$ cat src/rtl/ram256_arbiter.sv
`timescale 1ns/1ps
`default_nettype none
// ============================================================================
//  Module   : ram256_arbiter
//  Purpose  : Shares one RAM256 macro (256 x 32, byte enables, synchronous
//             read) between a CPU data port (0) and a DMA/loader port (1).
//             Combinational grant, fixed one-cycle response pulse.
//  Revision : 1.0  initial release
// ============================================================================
module ram256_arbiter #(
  parameter int FIXED_PRIO = 0,  // 0: round-robin, 1: port 0 priority + starvation guard
  parameter int STARVE_MAX = 4   // forced port 1 win after this many losses (1..15)
) (
  input  logic        CLK,
  input  logic        RESETn,
  // port 0 (CPU data bus)
  input  logic        p0_valid,
  output logic        p0_ready,
  input  logic [3:0]  p0_we,
  input  logic [7:0]  p0_addr,
  input  logic [31:0] p0_wdata,
  output logic        p0_rvalid,
  output logic [31:0] p0_rdata,
  // port 1 (DMA / loader)
  input  logic        p1_valid,
  output logic        p1_ready,
  input  logic [3:0]  p1_we,
  input  logic [7:0]  p1_addr,
  input  logic [31:0] p1_wdata,
  output logic        p1_rvalid,
  output logic [31:0] p1_rdata,
  // RAM256 macro pins
  output logic        ram_en,
  output logic [3:0]  ram_we,
  output logic [7:0]  ram_addr,
  output logic [31:0] ram_din,
  input  logic [31:0] ram_dout
);

  localparam logic [3:0] c_starve_max = 4'(STARVE_MAX);

  // Who owns the data coming out of the macro this cycle.
  typedef enum logic [1:0] {
    OWN_NONE = 2'd0,
    OWN_P0   = 2'd1,
    OWN_P1   = 2'd2
  } owner_t;

  owner_t     r_owner;
  logic       r_is_read;     // owner's access was a read (we == 0)
  logic       r_rr_last;     // 1: port 1 was granted most recently
  logic [3:0] r_starve_cnt;  // consecutive port 1 losses while it was requesting
  logic       w_grant0;
  logic       w_grant1;

  // Grant decision; nothing is granted while reset is held.
  always_comb begin
    w_grant0 = 1'b0;
    w_grant1 = 1'b0;
    if (RESETn) begin
      if (p0_valid && p1_valid) begin
        if (FIXED_PRIO != 0) begin
          if (r_starve_cnt == c_starve_max) w_grant1 = 1'b1;
          else                              w_grant0 = 1'b1;
        end else begin
          if (r_rr_last) w_grant0 = 1'b1;
          else           w_grant1 = 1'b1;
        end
      end else if (p0_valid) begin
        w_grant0 = 1'b1;
      end else if (p1_valid) begin
        w_grant1 = 1'b1;
      end
    end
  end

  assign p0_ready = w_grant0;
  assign p1_ready = w_grant1;

  // Macro pin mux; address/data default to port 0 when idle.
  always_comb begin
    ram_en   = w_grant0 | w_grant1;
    ram_we   = 4'h0;
    ram_addr = p0_addr;
    ram_din  = p0_wdata;
    if (w_grant1) begin
      ram_we   = p1_we;
      ram_addr = p1_addr;
      ram_din  = p1_wdata;
    end else if (w_grant0) begin
      ram_we   = p0_we;
    end
  end

  // Round-robin history: remembers the last granted port.
  always_ff @(posedge CLK or negedge RESETn) begin
    if (!RESETn) begin
      r_rr_last <= 1'b1;
    end else if (w_grant1) begin
      r_rr_last <= 1'b1;
    end else if (w_grant0) begin
      r_rr_last <= 1'b0;
    end
  end

  // Starvation counter: counts port 1 losses, saturating at the limit.
  always_ff @(posedge CLK or negedge RESETn) begin
    if (!RESETn) begin
      r_starve_cnt <= 4'd0;
    end else if (w_grant1 || !p1_valid) begin
      r_starve_cnt <= 4'd0;
    end else if (w_grant0 && (r_starve_cnt < c_starve_max)) begin
      r_starve_cnt <= r_starve_cnt + 4'd1;
    end
  end

  // Response owner: the macro's read data appears one cycle after acceptance.
  always_ff @(posedge CLK or negedge RESETn) begin
    if (!RESETn) begin
      r_owner   <= OWN_NONE;
      r_is_read <= 1'b0;
    end else if (w_grant0) begin
      r_owner   <= OWN_P0;
      r_is_read <= (p0_we == 4'h0);
    end else if (w_grant1) begin
      r_owner   <= OWN_P1;
      r_is_read <= (p1_we == 4'h0);
    end else begin
      r_owner   <= OWN_NONE;
      r_is_read <= 1'b0;
    end
  end

  // Response pulses; read data is a gated pass-through of Do0, zero otherwise.
  assign p0_rvalid = (r_owner == OWN_P0);
  assign p1_rvalid = (r_owner == OWN_P1);
  assign p0_rdata  = (p0_rvalid && r_is_read) ? ram_dout : 32'h0;
  assign p1_rdata  = (p1_rvalid && r_is_read) ? ram_dout : 32'h0;

endmodule
`default_nettype wire

$ cat config.mk
export PLATFORM = sky130hd
export DESIGN_NAME = ram256_arbiter
export DESIGN_NICKNAME = d
export VERILOG_FILES = /design/src/rtl/ram256_arbiter.sv
export SDC_FILE = /design/constraint.sdc
export NUM_CORES = 1
export LEC_CHECK = 0
export ABC_AREA = 1
export BUFFER_PORTS_ARGS = -buffer_cell sky130_fd_sc_hd__buf_4
export CAP_MARGIN = 20
export CORE_AREA = 2 2 92 94
export CTS_BUF_LIST = sky130_fd_sc_hd__clkbuf_4 sky130_fd_sc_hd__clkbuf_8
export CTS_CLUSTER_DIAMETER = 50
export CTS_CLUSTER_SIZE = 28
export DETAILED_ROUTE_END_ITERATION = 10
export DIE_AREA = 0 0 94 96
export SLEW_MARGIN = 20
export SYNTH_ARGS = -nofsm -noshare
export SYNTH_HDL_FRONTEND = slang
export SYNTH_SLANG_ARGS = --single-unit
$ cat constraint.sdc
create_clock -name CLK -period 1.15 [get_ports CLK]
set_clock_uncertainty 0.2 [all_clocks]
set_input_delay 0 -clock CLK [delete_from_list [all_inputs] [get_ports CLK]]
set_output_delay 0 -clock CLK [all_outputs]
set_load 0.01 [all_outputs]
==> run summary, run 1 <==
The standard-cell row count came out at 33. The net count of the mapped netlist is just over 400. The basic-gate share of the synthesized area counting and, or, nand and nor cells is between 60 and 70%. The library cells used most frequently in the layout, excluding fill and tap cells, are buf_4 (158), buf_6 (94), nand2_2 (87). The count of warnings emitted by yosys came out at 0.

The area growth from synthesis to layout came out at 288%. In this run the power density over the cells is around 400 mW/mm². The pre-CTS setup slack came out at -611 ps.

The total congestion overflow after global routing is 0. The length in cells of the worst reg-to-reg path came out at 6. The final non-filler cell total came out at between 600 and 700. The switching portion of total power came out at just under 40%. The final reports fail on hold timing, setup timing. Summing all placed instances gives a cell area of about 0.0035 mm². The slew at the pin closest to its max-slew limit is roughly 300 ps.

The remaining antenna violation count after routing came out at 0. The leakage power of the design came out at approximately 2.5 nW. For hold timing, the worst endpoint is r_owner[1].

The share of cells above drive strength 1 came out at between 80% and 90%. The worst path in the final design needs a cycle of around 1700 ps, including I/O delays and setup. In this run the number of H-tree levels came out at 1. The number of endpoints with negative hold slack in the final report is 2. Detailed placement ended at an HPWL of slightly above 6000 µm. The depth of the worst hold-timing path came out at 4. The cell-internal power came out at between 1 and 1.5 mW.

The slack of the worst reg-to-reg path is -210 ps. The via count of the first global-routing pass came to about 2700. The dominant combinational cell family by area after synthesis is simple AND/OR/NAND/NOR gates. The area of the die came out at 0.00902 mm². The detailed-route via count came out at approximately 2800.

The peak supply drop came out at about 0.26 mV. In this run the tightest slew margin relative to its limit is between 80% and 90%. STA classifies the critical path endpoint as an output port. The signal arrival time at the worst endpoint came out at approximately 1500 ps.

The detailed-router iteration count before antenna repair came out at 4. The congestion estimate from routability-driven global placement came to between 0.6 and 0.7. The final routed wire length divided by cell count came out at 15.3 µm. The detailed-routed wire length on met2 is 5660 µm. Clock-pin slew was measured on the worst setup and hold paths at approximately 40 ps. The share of the cycle needed by the critical path after routing came out at 144%. The global-route wire length before repair is between 10000 and 15000 µm.

The fraction of the yosys area taken by sequential cells is under 10%. Setup repair after global routing could not meet its margin everywhere. The width of the die came out at 94 µm. Counting distinct cell types in the post-synthesis netlist gives 14. Summing the areas of all fa, ha and maj instances in the mapped netlist gives 0% of the synthesized area.

The final layout contains routed wiring with a total length of 9980 µm. The worst register-to-register path ends at r_is_read. The clock sink count is 4. The achievable clock frequency came out at roughly 600 MHz.

Of the total power, combinational logic draws ~73%. In the synthesized netlist, the number of instances is 280. The vertical extent of the die is about 96 µm.

The mean instance size in the synthesized netlist came out at around 4.4 µm². The run finished, with violations left. The total of flip-flops plus latches after synthesis is 4.

The count of buffers inserted at the top-level ports came out at around 240. The routed length on met3 came out at approximately 930 µm. The number of buffers inserted by hold repair at cts is 9. Overall power consumption after layout is estimated at between 1.5 and 2 mW. The max-slew violation total from the final report is 0. The max-cap violation count is 0.

The net total in the final layout came out at 673. The overall fraction of global-route tracks in use is roughly a fifth. The number of remaining DRC errors is 0. In this run the most critical hold path is launched from p0_valid. The part of the total power dissipated in the clock network came out at between 15 and 20%.

The cell area that synthesis handed to floorplanning was about 0.0012 mm². The setup path with the least slack is of type register to output port. The number of placed I/O pins is 237.

The detailed-route wire length on metal 1 came out at between 3000 and 4000 µm. The number of setup violations in the final report is 115. After floorplanning, the core was sized to cover 0.00805 mm². The initial DRC count came out at between 40 and 50. Along the worst path, the maximum fanout reaches 8.

The min-delay analysis places its worst path in the category primary input to register. The area share of xor/xnor cells in the synthesized design is 0%. The minimum hold slack came out at -50.7 ps.

The library cell used most frequently in the layout, excluding fill and tap cells, is buf_4. The post-route cell area is around 0.0048 mm². The switching power total came out at 0.747 mW.

The synthesized netlist devotes 1.11% of its cell area to compound gates. The maximum clock insertion buffer count came out at 2. The via-per-instance ratio is 4.22.

Routed signal wires occupy layers up through met4. The share of power burned in registers came out at under 10%. TritonCTS built the clock tree.

The multiplexer area fraction after synthesis came out at 0%. The largest net degree at the start of global routing is 18. The type of element launching the critical path is a register.

The worst-skew pair later-pin latency is between 200 and 250 ps. Counting the buffers created by CTS gives 3. The number of antenna violations at the first check in global routing is 1. The total placed cells including tap cells is about 620. The final worst-path setup slack is -511 ps. CTS placed an instance of clkbuf_8 at the clock tree root.

The reg-to-reg critical path startpoint is r_rr_last. At the worst endpoint, the required time is roughly 950 ps. The starting density of the core is 15.4%.
## power by group through the flow
stage          Clock (mW)  Sequential, mW  Combinational (mW)
2_1_floorplan           0           0.163               0.468
3_3_place_gp            0           0.164                1.10
3_5_place_dp            0           0.165                1.11
4_1_cts             0.357           0.164                1.33
5_1_grt             0.365           0.167                1.53
6_report            0.348           0.166                1.42
## stage by stage
step | util [%] | setup TNS [ps] | hold slack [ps]
6_report | 59.6 | -47280 | -50.7
5_1_grt | 59.6 | -52930 | -46.3
4_1_cts | 55.3 | -44500 | -44.6
3_5_place_dp | 42.9 | -27710 | -280
3_3_place_gp | 42.9 | -25610 | -282
2_1_floorplan | - | -3060 | -496
## worst max-delay path, cell delays in order (launching register included)
cell and delay (ps):
dfrtp_1 380, buf_6 120, nor2_4 120, nand2_4 90
buf_12 150, buf_16 150, nor2_4 120, buf_6 110
## layout make-up
cell class                      instances  area, µm²
Sequential cell                         4        101
Timing Repair Buffer                  275       2650
Antenna cell                            1       2.50
Clock buffer                            4       48.8
Inverter                               44        180
Tap cell                              105        131
Fill cell                             667       3250
Multi-Input combinational cell        221       1680
## cells in the mapped netlist
library cell | number | share of area, %
nand2_1 | 135 | 41
nor2_1 | 69 | 21
inv_1 | 43 | 13
buf_2 | 10 | 4.0
nand2_2 | 10 | 5.1
buf_6 | 3 | 2.7
dfrtp_1 | 3 | 6.1
a21oi_2 | 1 | 0.71
buf_12 | 1 | 1.6
dfstp_2 | 1 | 2.1
inv_2 | 1 | 0.30
nand3_1 | 1 | 0.40
nor2_8 | 1 | 1.6
o21ai_0 | 1 | 0.40
## kinds of logic after synthesis
logic type,Yosys count
and+or+nand+nor,216
DFF,4
AOI/OAI and AO/OA,2
buffers and inverters,58
## per-layer routing
layer,vias to the layer above,track usage [%]
met5,-,0
met4,0,3.62
met3,12,5.87
met2,159,38.9
met1,1255,17.7
li1,1334,-
## repair_timing
item / CTS / global route
resized for setup: 156 / 87
gates cloned: 8 / 1
endpoints found under the setup margin: 115 / 115
hold endpoints to repair: 7 / 1
pin swaps: 5 / 17
setup buffers: 7 / 10
## registers in the layout, summed over array words and instances, names as in the netlist
signal,cells
r_is_read,1
r_rr_last,1
r_owner,2
## worst max-delay path by stage
stage	cells after the start	endpoint	startpoint	slack, ps
floorplan	4	p0_rdata[10]	r_owner[1]	-40
global route	7	p1_rdata[28]	r_owner[0]	-550
detailed placement	6	ram_we[3]	r_rr_last	-610
global placement	6	ram_we[3]	r_rr_last	-580
CTS	7	ram_din[30]	r_rr_last	-460
finish	7	p1_rdata[28]	r_owner[0]	-510
No activity file was read; power rests on OpenSTA's default activity.
==> run 2: changes to the inputs <==
- PLACE_DENSITY: default -> 0.64
==> run 2 against run 1 <==
  * Combinational power barely moved
  * The flow still finishes with violations (hold timing, setup timing)
  * Via count fell by 0.29%
  * Core utilization rose by 0.56 points
  * Global-route usage fell by 2.4 points
  * Sequential share of layout area barely moved
  * Die area did not move
  * Largest cell class unchanged
  * Non-clock buffer count did not move
  * Power rose by 1.3%
  * Clock power fell by 2%
  * Design area rose by 0.94%
  * Largest power group unchanged
  * Worst setup slack improved by 56 ps
==> run summary, run 2 (same netlist as run 1, synthesis figures left out) <==
The number of setup violations in the final report came out at ~120. The longest clock path from root to sink contains 2 buffers. The detailed-route via count came out at around 2800. The register with the most flip-flops in the final layout is r_owner. The library cell used most frequently in the layout, excluding fill and tap cells, is buf_4. The routed design has between 9000 and 10000 µm of wire.

The number of antenna violations at the first check in global routing is 0. The leakage power of the design came out at about 2.6 nW. The TritonCTS clock tree is built.

The checks that failed: hold timing, setup timing. The detailed placer's ending HPWL is approximately 5900 µm. In this run the worst path has a maximum fanout of 9.

The setup TNS came out at -43910 ps. The slew at the pin closest to its max-slew limit is about 300 ps. The number of CTS-inserted buffers came out at 3.

The worst hold path terminates at r_owner[1]. Setup repair after global routing could not meet its margin everywhere. Summing all placed instances gives a cell area of between 0.003 and 0.004 mm². In this run the worst setup path begins at r_rr_last. The flow ran to the end, but the final reports show violations. The remaining antenna violation count after routing is 0. The antenna diode count came out at 0. The type of element launching the critical path is a register. The share of cells above drive strength 1 is 81.9%.

Timing analysis after detailed placement gives a worst setup slack of -607 ps. The worst stage delay on the critical path came out at ~540 ps. The slack of the worst reg-to-reg path is -320 ps. For this run, the share of the core covered by cells in the final layout is about 60%. The critical path is of the register to output port type. The standard-cell row count is 33. The largest registers in the layout are r_owner: 2 flops, r_is_read: 1 flops, r_rr_last: 1 flops.

The critical path capture point type is an output port. The achievable clock frequency is roughly 620 MHz. Port buffering added about 240 buffers. The relative slew slack is about 80%. The total power after layout is 1.96 mW.

For this run the aggregate overflow at the end of global routing stands at 0. The worst-case IR drop observed on VDD is 0.296 mV. In this run the top signal layer used is met4. The signal on the critical path passes through nand2_4 > nand3_4 > clkbuf_16 > nand2_1 > nand2_2 > buf_6. The worst register-to-register path ends at r_is_read. The net total in the final layout is between 600 and 700. The reg-to-reg critical path startpoint is r_rr_last. The number of endpoints with negative hold slack in the final report came out at 2. The max-cap violation count is 0. The signal arrival time at the worst endpoint is 1410 ps. The area of the core is between 0.008 and 0.009 mm². The routed length on met3 is 749 µm. Setup slack on the critical path of the routed design comes to -455 ps.

The detailed-route wire length on metal 1 is between 3000 and 4000 µm. At the end of routability-driven placement, the weighted congestion stood at between 0.7 and 0.8. The via count of the first global-routing pass is ~2500. The final non-filler cell total came out at between 600 and 700. Among all stages on the critical path, the largest delay is contributed by dfstp_2. The cell area power density is 404 mW/mm². The tree is rooted in a clkbuf_8. The detailed-routed wire length on met2 is roughly 5600 µm. For the worst flop-to-flop path, the logic depth is 7. The depth of the worst hold-timing path came out at 4.

The max-slew violation total from the final report is 0. The path class of the tightest hold or removal check is primary input to register. Dividing the final minimum period by the clock period gives 140%. The clock-pin slew on the worst setup and hold paths came out at ~40 ps. The starting density of the core came out at approximately 15%. Once placement completed, the tool counted placed cells totaling 617.

The number of placed I/O pins came out at ~240. In the global route stage, overall resource usage came out at 16.2%. The minimum hold slack is -70.4 ps. The number of buffers inserted by hold repair at cts came out at 9. The initial DRC count came out at 28.

The first TritonRoute pass finished after 4 iterations. In this run the vertical extent of the chip is 96 µm. The clock sink count is 4. Entering global routing, the biggest net connects 36 pins. In the routed design, unresolved DRC markers number 0. The final routed wire length divided by cell count came out at between 10 and 15 µm. The required time at the worst-slack endpoint came out at between 900 and 1000 ps.

The post-layout minimum cycle time is roughly 1600 ps. The worst-skew pair later-pin latency came out at 210 ps. In this run the most critical hold path is launched from p0_valid. Measured along the x axis, the die boundary spans between 90 and 100 µm. Summing all non-filler instances in the final layout gives an area of 0.00484 mm². In the layout the commonest cells are buf_4 (157), buf_6 (92), nand2_2 (91). The area of the die came out at between 0.009 and 0.01 mm².

The number of flip-flops in the largest register is 2. The deepest level of the CTS H-tree is 1. The via-per-instance ratio is 4.21. The global-route wire length before repair is 11700 µm. Compared with the post-synthesis result, the final layout area differs by 291%.
## run 2: changes by cell type in the layout (fill, tap and decap cells not counted), moves of 2 or more
cell / before / now
clkbuf_16: 1 / 5
nand2_2: 87 / 91
nand2_1: 45 / 42
buf_16: 4 / 2
buf_6: 94 / 92
nor2_4: 65 / 67
## run 2: worst max path at each step
stage / endpoint / slack, ps
2_1_floorplan: p0_rdata[10] / -40
3_3_place_gp: ram_addr[5] / -590
3_5_place_dp: ram_addr[5] / -610
4_1_cts: ram_addr[5] / -460
5_1_grt: ram_din[6] / -510
6_report: ram_din[20] / -460
## run 2: repair_timing
action | in CTS | in global routing
pin swaps | 7 | 8
setup buffers | 8 | 8
endpoints found under the setup margin | 115 | 115
hold endpoints to repair | 7 | 1
gates resized for setup | 64 | 182
gates cloned | 7 | 6
## run 2: power breakdown
group | total, mW | leakage, nW | switching (mW) | internal, mW
Clock | 0.340 | 0.0262 | 0.0791 | 0.261
Sequential | 0.166 | 0.0507 | 0.0112 | 0.155
Combinational | 1.45 | 2.48 | 0.663 | 0.788
Total | 1.96 | 2.56 | 0.753 | 1.20
## run 2: final cells by class
class,instances,area (µm²)
Sequential cell,4,101
Tap cell,105,131
Fill cell,687,3210
Clock buffer,4,48.8
Multi-Input combinational cell,221,1700
Inverter,44,178
Timing Repair Buffer,275,2690
## run 2: layer usage
metal  vias to the layer above  global-route usage, %
li1                       1342                      -
met1                      1245                   15.9
met2                       155                   34.8
met3                        10                   3.05
met4                         0                   3.14
met5                         -                      0
## run 2: critical path, delay by kind of cell (launching register included)
kind,cells,cell delay (ps)
flops,1,540
simple gates,4,350
buf+inv,2,290
